## src/rtl/sd_xfer_ctrl.sv

```systemverilog
`default_nettype none
// ============================================================================
//  Module   : sd_xfer_ctrl
//  Purpose  : Single-block SD transfer sequencer. Issues CMD17 (read) or
//             CMD24 (write), checks the R1 card status, runs the D[3:0]
//             data phase and reports one completion code per request.
//             Write commands are retried after a response CRC failure or a
//             command timeout; read commands are never retried.
//  Revision : 1.0  initial release
// ----------------------------------------------------------------------------
//  Ports
//    iclk, irst            : 36 MHz system clock, synchronous active-high reset
//    istart                : transfer request pulse (honoured only when idle)
//    iwrite, iblock_addr   : direction (1 = write) and block address, latched
//                            on an accepted istart
//    obusy                 : cycle after accepted istart .. odone cycle
//    odone, oerr[2:0]      : completion pulse and code (code held until the
//                            next accepted istart)
//                            0 OK, 1 cmd timeout, 2 cmd CRC, 3 card status,
//                            4 data timeout, 5 data CRC
//    ocmd_start            : command start level to the transceiver
//    ocmd_index, ocmd_arg  : command index (17/24) and argument (address)
//    olong_resp            : R2 select, constant 0
//    icmd_done             : command done level (rising edge is the event)
//    icmd_crc_fail, iresp  : response CRC flag and R1 status, taken at the
//                            icmd_done rising edge
//    odata_start           : data start level to the transceiver
//    idata_done            : data done level (rising edge is the event)
//    idata_crc_fail        : data CRC flag, taken at the idata_done rising edge
// ============================================================================
module sd_xfer_ctrl #(
    parameter int unsigned CMD_TO    = 65535,
    parameter int unsigned DATA_TO   = 3600000,
    parameter int unsigned MAX_RETRY = 2
) (
    input  logic        iclk,
    input  logic        irst,
    input  logic        istart,
    input  logic        iwrite,
    input  logic [31:0] iblock_addr,
    output logic        obusy,
    output logic        odone,
    output logic [2:0]  oerr,
    output logic        ocmd_start,
    output logic [5:0]  ocmd_index,
    output logic [31:0] ocmd_arg,
    output logic        olong_resp,
    input  logic        icmd_done,
    input  logic        icmd_crc_fail,
    input  logic [31:0] iresp,
    output logic        odata_start,
    input  logic        idata_done,
    input  logic        idata_crc_fail
);

    localparam int unsigned TIMER_W = 22;
    localparam int unsigned RETRY_W = $clog2(MAX_RETRY + 2);

    localparam logic [TIMER_W-1:0] C_CMD_TO    = CMD_TO[TIMER_W-1:0];
    localparam logic [TIMER_W-1:0] C_DATA_TO   = DATA_TO[TIMER_W-1:0];
    localparam logic [RETRY_W-1:0] C_MAX_RETRY = MAX_RETRY[RETRY_W-1:0];

    localparam logic [5:0] C_IDX_READ  = 6'd17;
    localparam logic [5:0] C_IDX_WRITE = 6'd24;

    localparam logic [2:0] C_ERR_OK       = 3'd0;
    localparam logic [2:0] C_ERR_CMD_TO   = 3'd1;
    localparam logic [2:0] C_ERR_CMD_CRC  = 3'd2;
    localparam logic [2:0] C_ERR_STATUS   = 3'd3;
    localparam logic [2:0] C_ERR_DATA_TO  = 3'd4;
    localparam logic [2:0] C_ERR_DATA_CRC = 3'd5;

    typedef enum logic [2:0] {
        ST_IDLE    = 3'd0,
        ST_CMD     = 3'd1,
        ST_CMD_GAP = 3'd2,
        ST_RESP    = 3'd3,
        ST_DATA    = 3'd4,
        ST_FIN     = 3'd5
    } state_t;

    state_t               state_q, state_d;
    logic                 busy_q, busy_d;
    logic                 done_q, done_d;
    logic [2:0]           err_q, err_d;
    logic                 cmd_start_q, cmd_start_d;
    logic                 data_start_q, data_start_d;
    logic [5:0]           cmd_index_q, cmd_index_d;
    logic [31:0]          cmd_arg_q, cmd_arg_d;
    logic                 write_q, write_d;
    logic [RETRY_W-1:0]   retry_q, retry_d;
    logic [TIMER_W-1:0]   timer_q, timer_d;
    logic                 resp_err_q, resp_err_d;
    logic                 cmd_done_q, data_done_q;

    logic                 w_cmd_edge;
    logic                 w_data_edge;
    logic                 w_cmd_to;
    logic                 w_data_to;
    logic [TIMER_W-1:0]   w_timer_inc;
    logic                 w_unused_resp;

    // Done levels come from the slow transceiver domain; only the rising
    // edge against the registered copy counts as an event.
    assign w_cmd_edge  = icmd_done  & ~cmd_done_q;
    assign w_data_edge = idata_done & ~data_done_q;

    assign w_cmd_to    = (timer_q >= C_CMD_TO);
    assign w_data_to   = (timer_q >= C_DATA_TO);
    assign w_timer_inc = (timer_q == {TIMER_W{1'b1}}) ? timer_q : timer_q + 1'b1;

    // Only the R1 error bits [31:19] matter; the state bits are ignored.
    assign w_unused_resp = ^iresp[18:0];

    always_comb begin
        state_d      = state_q;
        busy_d       = busy_q;
        done_d       = 1'b0;
        err_d        = err_q;
        cmd_start_d  = cmd_start_q;
        data_start_d = data_start_q;
        cmd_index_d  = cmd_index_q;
        cmd_arg_d    = cmd_arg_q;
        write_d      = write_q;
        retry_d      = retry_q;
        timer_d      = timer_q;
        resp_err_d   = resp_err_q;

        case (state_q)
            ST_IDLE: begin
                busy_d       = 1'b0;
                cmd_start_d  = 1'b0;
                data_start_d = 1'b0;
                if (istart) begin
                    write_d     = iwrite;
                    cmd_index_d = iwrite ? C_IDX_WRITE : C_IDX_READ;
                    cmd_arg_d   = iblock_addr;
                    retry_d     = '0;
                    timer_d     = '0;
                    err_d       = C_ERR_OK;
                    busy_d      = 1'b1;
                    state_d     = ST_CMD;
                end
            end

            ST_CMD: begin
                timer_d = w_timer_inc;
                if (w_cmd_edge) begin
                    resp_err_d = |iresp[31:19];
                end
                // A done edge beats a timeout reached in the same cycle.
                if (w_cmd_edge && !icmd_crc_fail) begin
                    cmd_start_d  = 1'b0;
                    data_start_d = ~write_q;
                    state_d      = ST_RESP;
                end else if (w_cmd_edge || w_cmd_to) begin
                    cmd_start_d = 1'b0;
                    if (write_q && (retry_q < C_MAX_RETRY)) begin
                        retry_d = retry_q + 1'b1;
                        timer_d = '0;
                        state_d = ST_CMD_GAP;
                    end else begin
                        data_start_d = 1'b0;
                        err_d        = w_cmd_edge ? C_ERR_CMD_CRC : C_ERR_CMD_TO;
                        done_d       = 1'b1;
                        state_d      = ST_FIN;
                    end
                end else begin
                    // Reads arm the data receiver together with the command
                    // so the block cannot arrive before it is listening.
                    cmd_start_d  = 1'b1;
                    data_start_d = ~write_q;
                end
            end

            ST_CMD_GAP: begin
                // Re-raise the start level on the way back into CMD so the
                // line is low for exactly one cycle between attempts.
                cmd_start_d = 1'b1;
                timer_d     = '0;
                state_d     = ST_CMD;
            end

            ST_RESP: begin
                if (resp_err_q) begin
                    data_start_d = 1'b0;
                    err_d        = C_ERR_STATUS;
                    done_d       = 1'b1;
                    state_d      = ST_FIN;
                end else begin
                    data_start_d = 1'b1;
                    timer_d      = '0;
                    state_d      = ST_DATA;
                end
            end

            ST_DATA: begin
                timer_d = w_timer_inc;
                if (w_data_edge) begin
                    data_start_d = 1'b0;
                    err_d        = idata_crc_fail ? C_ERR_DATA_CRC : C_ERR_OK;
                    done_d       = 1'b1;
                    state_d      = ST_FIN;
                end else if (w_data_to) begin
                    data_start_d = 1'b0;
                    err_d        = C_ERR_DATA_TO;
                    done_d       = 1'b1;
                    state_d      = ST_FIN;
                end else begin
                    data_start_d = 1'b1;
                end
            end

            ST_FIN: begin
                // odone is high during this cycle; obusy drops after it.
                busy_d       = 1'b0;
                cmd_start_d  = 1'b0;
                data_start_d = 1'b0;
                state_d      = ST_IDLE;
            end

            default: begin
                busy_d       = 1'b0;
                cmd_start_d  = 1'b0;
                data_start_d = 1'b0;
                state_d      = ST_IDLE;
            end
        endcase
    end

    always_ff @(posedge iclk) begin
        if (irst) begin
            state_q      <= ST_IDLE;
            busy_q       <= 1'b0;
            done_q       <= 1'b0;
            err_q        <= C_ERR_OK;
            cmd_start_q  <= 1'b0;
            data_start_q <= 1'b0;
            cmd_index_q  <= 6'd0;
            cmd_arg_q    <= 32'd0;
            write_q      <= 1'b0;
            retry_q      <= '0;
            timer_q      <= '0;
            resp_err_q   <= 1'b0;
            cmd_done_q   <= 1'b0;
            data_done_q  <= 1'b0;
        end else begin
            state_q      <= state_d;
            busy_q       <= busy_d;
            done_q       <= done_d;
            err_q        <= err_d;
            cmd_start_q  <= cmd_start_d;
            data_start_q <= data_start_d;
            cmd_index_q  <= cmd_index_d;
            cmd_arg_q    <= cmd_arg_d;
            write_q      <= write_d;
            retry_q      <= retry_d;
            timer_q      <= timer_d;
            resp_err_q   <= resp_err_d;
            cmd_done_q   <= icmd_done;
            data_done_q  <= idata_done;
        end
    end

    assign obusy       = busy_q;
    assign odone       = done_q;
    assign oerr        = err_q;
    assign ocmd_start  = cmd_start_q;
    assign odata_start = data_start_q;
    assign ocmd_index  = cmd_index_q;
    assign ocmd_arg    = cmd_arg_q;
    assign olong_resp  = 1'b0;

endmodule
`default_nettype wire
```

## config.mk

```make
export PLATFORM = sky130hd
export DESIGN_NAME = sd_xfer_ctrl
export DESIGN_NICKNAME = d
export VERILOG_FILES = /design/src/rtl/sd_xfer_ctrl.sv
export SDC_FILE = /design/constraint.sdc
export NUM_CORES = 1
export LEC_CHECK = 0
export ABC_AREA = 1
export BUFFER_PORTS_ARGS = -buffer_cell sky130_fd_sc_hd__buf_2
export CELL_PAD_IN_SITES_DETAIL_PLACEMENT = 2
export CELL_PAD_IN_SITES_GLOBAL_PLACEMENT = 2
export CORE_ASPECT_RATIO = 0.5
export CORE_UTILIZATION = 24
export DETAILED_ROUTE_END_ITERATION = 8
export PLACE_DENSITY = 0.77
export SLEW_MARGIN = 20
export SYNTH_ARGS = -nofsm -noshare
export SYNTH_HDL_FRONTEND = slang
export SYNTH_SLANG_ARGS = --single-unit
```

## constraint.sdc

```tcl
create_clock -name iclk -period 1.5 [get_ports iclk]
set_input_delay 0.075 -clock iclk [delete_from_list [all_inputs] [get_ports iclk]]
set_output_delay 0.075 -clock iclk [all_outputs]
set_load 0.005 [all_outputs]
```

======== Word level (Yosys, flattened, before mapping) ========
Index checks and enable logic that the tools add are counted.
storage, ports and cells
  bits in registers ....................... 76
  bits of input ports ..................... 72
  output and inout bits ................... 46
  word-level logic and storage cells ...... 108
cells by class
  add/sub/neg operators ................... 2
  $lt $le $gt $ge ......................... 3
  equal/unequal tests ..................... 15
  multiplexer cells ....................... 50
  bitwise logic cells ..................... 6
  reductions and logical operators ........ 18
operators with widths
  kind                                                                  count
  2-to-1 mux 22 bit                                                     6
  one-hot mux 22 bit (5 select lines)                                   1
  2-to-1 mux 3 bit                                                      14
  adder 22 x 1 -> 22 bit (second input constant)                        1
  == test 22 bit (second input constant)                                1
  greater-or-equal comparator 22 x 16 -> 1 bit (second input constant)  1
  greater-or-equal comparator 22 bit (second input constant)            1
  2-to-1 mux 1 bit                                                      16
  one-hot mux 3 bit (5 select lines)                                    1
  inequality test 2 bit (second input constant)                         7
  OR reduction 13 bit                                                   1
  one-hot mux 3 bit (4 select lines)                                    1
  2-to-1 mux 2 bit                                                      5
  AND reduction 7 bit                                                   1
  == test 3 x 2 -> 1 bit (second input constant)                        2
  inequality test 3 bit (second input constant)                         2
  one-hot mux 1 bit (3 select lines)                                    2
  AND reduction 2 bit                                                   3
  AND reduction 3 bit                                                   2
  AND reduction 5 bit                                                   1
  nonzero test 5 bit                                                    1
  2-to-1 mux 4 bit                                                      1
  inequality test 4 bit (second input constant)                         1
  NOT 1 bit                                                             4
  other kinds (16)                                                      18

======== Logic depth before layout (Yosys ltp) ========
  depth after elaboration ................. 7
  gate-level depth with buffers ........... 12
  depth with buffers taken out ............ 12

======== Worst setup path before layout ========
Ideal clock, no wire load.
  kind .................................... reg-to-reg
  from .................................... register timer_q[1]
  to ...................................... register err_q[2], in the netlist oerr[2]
  library setup time ...................... 0.113 ns
  arrival ................................. 1.485 ns
  data required time ...................... 1.387 ns
  path slack .............................. -0.098 ns
  cell stages (with the launch flop) ...... 13
  buffers on the path ..................... 0
  clock period less this slack ............ 1.598 ns
  path through ............................ dfxtp_1 ha_1 inv_1 nor2_4 nand2_2 nor2_4 nand2_2 nand3_4 nand2_2 nor2_4 nand2_1 nand2_1 nor2_1
between the ends
  word-level cells in the longest chain between the ends .. 4
  elaborated cells on any way between the ends .. 6
  classes of those cells .................. order compare: 2; eq/ne: 2; reduce/logical: 2
ends and longest elaborated chain
  element                                       RTL line  source
  start, declared                               92        logic [TIMER_W-1:0] timer_q, timer_d;
  start signal, assigned                        258       timer_q <= timer_d;
  greater-or-equal comparator 22 x 16 -> 1 bit  108       assign w_cmd_to = (timer_q >= C_CMD_TO);
  logical OR 1 bit                              156       end else if (w_cmd_edge || w_cmd_to) begin
  inequality test 2 bit (no line)               --
  AND reduction 7 bit (no line) (*)             --
  end signal, assigned                          251       err_q <= err_d;
  end, declared                                 85        logic [2:0] err_q, err_d;
Every way passes the cells marked *; elsewhere a longest branch is shown, timed or not.
A chain may end at the register's enable or synchronous reset.

======== Final worst setup path ========
  from .................................... register timer_q[0]
  to ...................................... register timer_q[17]
between the ends
  word-level cells in the longest chain between the ends .. 6
  elaborated cells on any way between the ends .. 9
  classes of those cells .................. add/sub: 1; order compare: 1; eq/ne: 1; mux: 5; reduce/logical: 1
ends and longest elaborated chain
  element                                                   RTL line  source
  adder 22 x 1 -> 22 bit or == test 22 bit (tied branches)  110       assign w_timer_inc = (timer_q == {TIMER_W{1'b1}}) ? timer_q : timer_q + 1'b1;
  2-to-1 mux 22 bit                                         110
  2-to-1 mux 22 bit                                         158       if (write_q && (retry_q < C_MAX_RETRY)) begin
  2-to-1 mux 22 bit                                         156
  2-to-1 mux 22 bit                                         152       if (w_cmd_edge && !icmd_crc_fail) begin
  one-hot mux 22 bit (5 select lines) (*)                   129       case (state_q)
Marked as above.

==> results.md <==
- The least setup slack across all paths after layout is -0.6386 ns.
- The remaining design rule violation count is 0.
- The fill cell instance count of the final layout is 1535.
- The first-pass GRT wire length is 30410 um.
- The max-cap violation count is 0.
- The top cell type by area accounts for 40.62% of the synthesized area.
- In the final timing run, aggregate negative setup slack is -15.57 ns.
- The area growth from synthesis to layout is 76.62%.
- After floorplanning, the core was sized to cover 14000 um2.
- Summed over all layers, the global routing overflow is 0.
- The detail-routed net length per standard cell is 27.41 um.
- During synthesis, Yosys emitted a total of 0 warnings.
- Cells with a size suffix above 1 make up 47.60% of the layout.
- Global routing consumed, over all layers together, 26.53% of the routing resources.
- The count of port buffers added during placement is 94.
- The dominant cell type by area after synthesis is dfxtp_1.
- In this run, synthesis produced a sequential element count of 72.
- The full die area is 15310 um2.
- The worst supply voltage drop on vdd is 616.6 uV.
- The final-report hold violation count is 0.
- The commonest cells after synthesis are nor2_1 (135), nand2_1 (75), dfxtp_1 (72).
- Dividing the final minimum period by the clock period gives 142.6%.
- The root buffer cell is clkbuf_16.
- The H-tree was split into 3 levels.
- The final reports fail on negative setup slack.
- The maximum number of buffers from clock root to sink is 2.
- The synthesized area per cell is 6.917 um2.
- The synthesized design contains 0 enable-type register cells.
- The kind of end point of the critical path is a flip-flop.
- The kind of critical path is reg2reg.
- The worst hold path begins at iresp[23].
- The flip-flop cell with the highest count after synthesis is dfxtp_1.
- Setup repair after global routing could not meet its margin everywhere.
- The number of cell instances on the worst register-to-register path is 13.
- The minimum period implied by the final worst setup slack is 2.139 ns.
- At the later pin of the worst-skew pair, clock insertion delay measures 0.36 ns.
- The initial standard-cell utilization of the core is 25.34%.
- The leakage power of the design is 2.812 nW.
- Entering global routing, the biggest net connects 30 pins.
- The worst register-to-register path begins at timer_q[0]$_SDFFE_PP0P_.
- For this design the top-level I/O count stands at 118.
- The kind of start point of the critical path is a flip-flop.
- After synthesis, the share of flip-flops with an asynchronous set or reset is 0%.
- The routed layout has 4946 vias.
- The area used by multi-input combinational logic is 2245 um2.
- The highest net fanout along the worst path is 4.
- The number of nets with antenna violations after detailed routing is 0.
- The sequential share of the synthesized area is 40.62%.
- The number of pins exceeding their max-slew limit in the final report is 0.
- Measured along the y axis, the die boundary spans 87.98 um.
- The diode insertion count for antenna repair is 0.
- Clock tree synthesis inserted a total of 9 buffers.
- Ranked by total cell area, the synthesized netlist is headed by dfxtp_1 (41%), nor2_1 (14%), nand2_1 (7.9%).
- In the synthesized netlist, the number of instances is 513.
- Derived from the worst setup path, the maximum achievable clock frequency is 0.4676 GHz.
- The number of clock sinks seen by CTS is 72.
- On the final layout, the worst clock skew is 0.01204 ns.
- STA puts the critical path data arrival time at 2.41 ns.
- The count of distinct cell types in the synthesized netlist is 35.
- The area of the mapped netlist is 3548 um2.
- In this run the worst hold path is classified as in2reg.
- The number of optimization iterations in the first detailed-route pass is 5.
- The power per cell area is 1559 nW/um2.
- Row generation in the floorplan step produced 30 rows.
- The clock tree from TritonCTS is done.
- The clock transition time at the flip-flop clock pins of the worst setup and hold paths is 0.08 ns.
- The endpoint of the worst hold path is resp_err_q$_SDFFE_PP0P_.
- Total power for the finished layout comes to 9.774 mW.
- At the worst endpoint, the required time is 1.77 ns.
- The most common cell in the synthesized netlist is nor2_1.
- The max-slew headroom at the worst pin is 46.16%.
- The floorplan step set the die width to 174.0 um.
- After the last flow step, the layout net total stands at 819.
- At the pin with the least slew margin, the transition time is 0.7992 ns.
- The flow ran to the end, but the final reports show violations.
- The sum of routed wire length over all layers is 25820 um.
- Setup violations remaining at the end of the flow were counted as 64.
- The per-cell via count in the routed design is 5.251.
- The number of global-route vias before repair is 5293.
- The worst register-to-register path ends at timer_q[17]$_SDFFE_PP0P_.
- The initial antenna violation count is 0.
- The DRC violation total after the first TritonRoute iteration is 298.
- The storage element area is 1464 um2.
- The cell depth of the worst hold path is 5.
- Detailed placement ended at an HPWL of 10450 um.
- The flop-to-flop setup slack is -0.64 ns.
- The weighted congestion reported at the end of routability-driven placement is 0.8288.
placed cells by master (no fill, tap or decap), types with 3 or more instances in the layout:
cell / instances
a21oi_1: 11
a21oi_2: 3
a31oi_1: 3
buf_12: 6
buf_2: 94
buf_4: 83
buf_6: 13
clkbuf_16: 12
conb_1: 4
dfxtp_1: 58
dfxtp_2: 12
dlygate4sd3_1: 35
inv_1: 45
inv_2: 6
inv_6: 4
inv_8: 3
nand2_1: 61
nand2_2: 15
nand2_4: 5
nand2_8: 4
nand3_1: 23
nand3_2: 4
nand3_4: 6
nand4_1: 15
nor2_1: 89
nor2_2: 42
nor2_4: 15
nor3_1: 3
nor3b_2: 3
o21ai_0: 24
o21ai_1: 8
o21ai_2: 14
xor2_1: 5
metal layers:
layer  up-vias  part of all wire (%)  track usage, %
li1       2115                     -               -
met1      2513                    42           27.86
met2       234                    48           51.75
met3        84                   4.9           5.556
met4         0                   5.1           12.84
met5         -                     0               0
cell families (layout without fill, tap and decap cells):
kind of cell               after synthesis  count (layout)  share of synthesized area (%)
other                                    1               4                         0.1057
and+or+nand+nor                        292             292                          38.26
DFF                                     72              72                          40.62
xor gates and xnor gates                 5               5                          1.234
AOI/OAI and AO/OA                       70              70                          10.75
buffers and inverters                   71             305                          8.322
adders and majority gates                2               2                         0.7051
metrics by stage:
stage	setup slack (ns)	util, %	hold slack, ns	cells	cell area, um2
finish	-0.6386	44.76	0.1170	942	6267
CTS	-0.1850	40.18	0.09798	916	5625
global route	-0.6964	44.76	0.1546	942	6267
detailed placement	-0.2015	34.30	0.3062	860	4802
global placement	-0.1481	34.30	0.2941	860	4802
floorplan	0.009048	-	0.1999	516	3577
state kept, by name, indices dropped and copies added (netlist names):
| name | cells |
|---|---|
| ocmd_arg | 32 |
| timer_q | 22 |
| ocmd_index | 3 |
| oerr | 3 |
| state_q | 3 |
| retry_q | 2 |
| cmd_done_q | 1 |
| data_done_q | 1 |
| obusy | 1 |
| ocmd_start | 1 |
| odata_start | 1 |
| odone | 1 |
| resp_err_q | 1 |
worst max-delay path, cell delays in order (launching register included):
cell	delay, ns
dfxtp_2	0.37
ha_4	0.16
inv_2	0.06
nor2_4	0.12
nand2_2	0.11
nor2_4	0.18
buf_4	0.15
nand3_4	0.13
buf_6	0.18
nand4_1	0.09
nand2_1	0.09
nor2_1	0.18
nor2_1	0.10
nor2_1	0.14
power by group:
group	switching, mW	leakage, nW	internal, mW
combinational	2.84	2.07	1.95
clock	1.11	0.145	1.18
sequential	0.384	0.598	2.31
total	4.34	2.81	5.43
final cells by class:
class,count,area share [%]
Multi-Input combinational cell,373,35.82
Timing Repair Buffer,236,28.97
Sequential cell,72,23.36
Tap cell,192,3.833
Clock buffer,9,3.594
Inverter,53,3.374
Clock inverter,7,1.058
timing repair:
item | 4_1_cts | 5_1_grt
buffers inserted | 5 | 21
resized for setup | 48 | 128
gates cloned | 0 | 5
hold endpoints to repair | 35 | 0
setup endpoints to repair | 33 | 65
pin swaps | 4 | 28
hold buffers | 35 | 0
worst max path at each step:
stage	to	startpoint	slack [ns]
4_1_cts	state_q[0]$_SDFFE_PP0P_	timer_q[1]$_SDFFE_PP0P_	-0.19
2_1_floorplan	timer_q[9]$_SDFFE_PP0P_	timer_q[1]$_SDFFE_PP0P_	0.009
6_report	timer_q[17]$_SDFFE_PP0P_	timer_q[0]$_SDFFE_PP0P_	-0.64
3_5_place_dp	timer_q[4]$_SDFFE_PP0P_	timer_q[1]$_SDFFE_PP0P_	-0.20
5_1_grt	timer_q[17]$_SDFFE_PP0P_	timer_q[0]$_SDFFE_PP0P_	-0.70
3_3_place_gp	timer_q[4]$_SDFFE_PP0P_	timer_q[1]$_SDFFE_PP0P_	-0.15
Power figures use the tool's default switching activity.
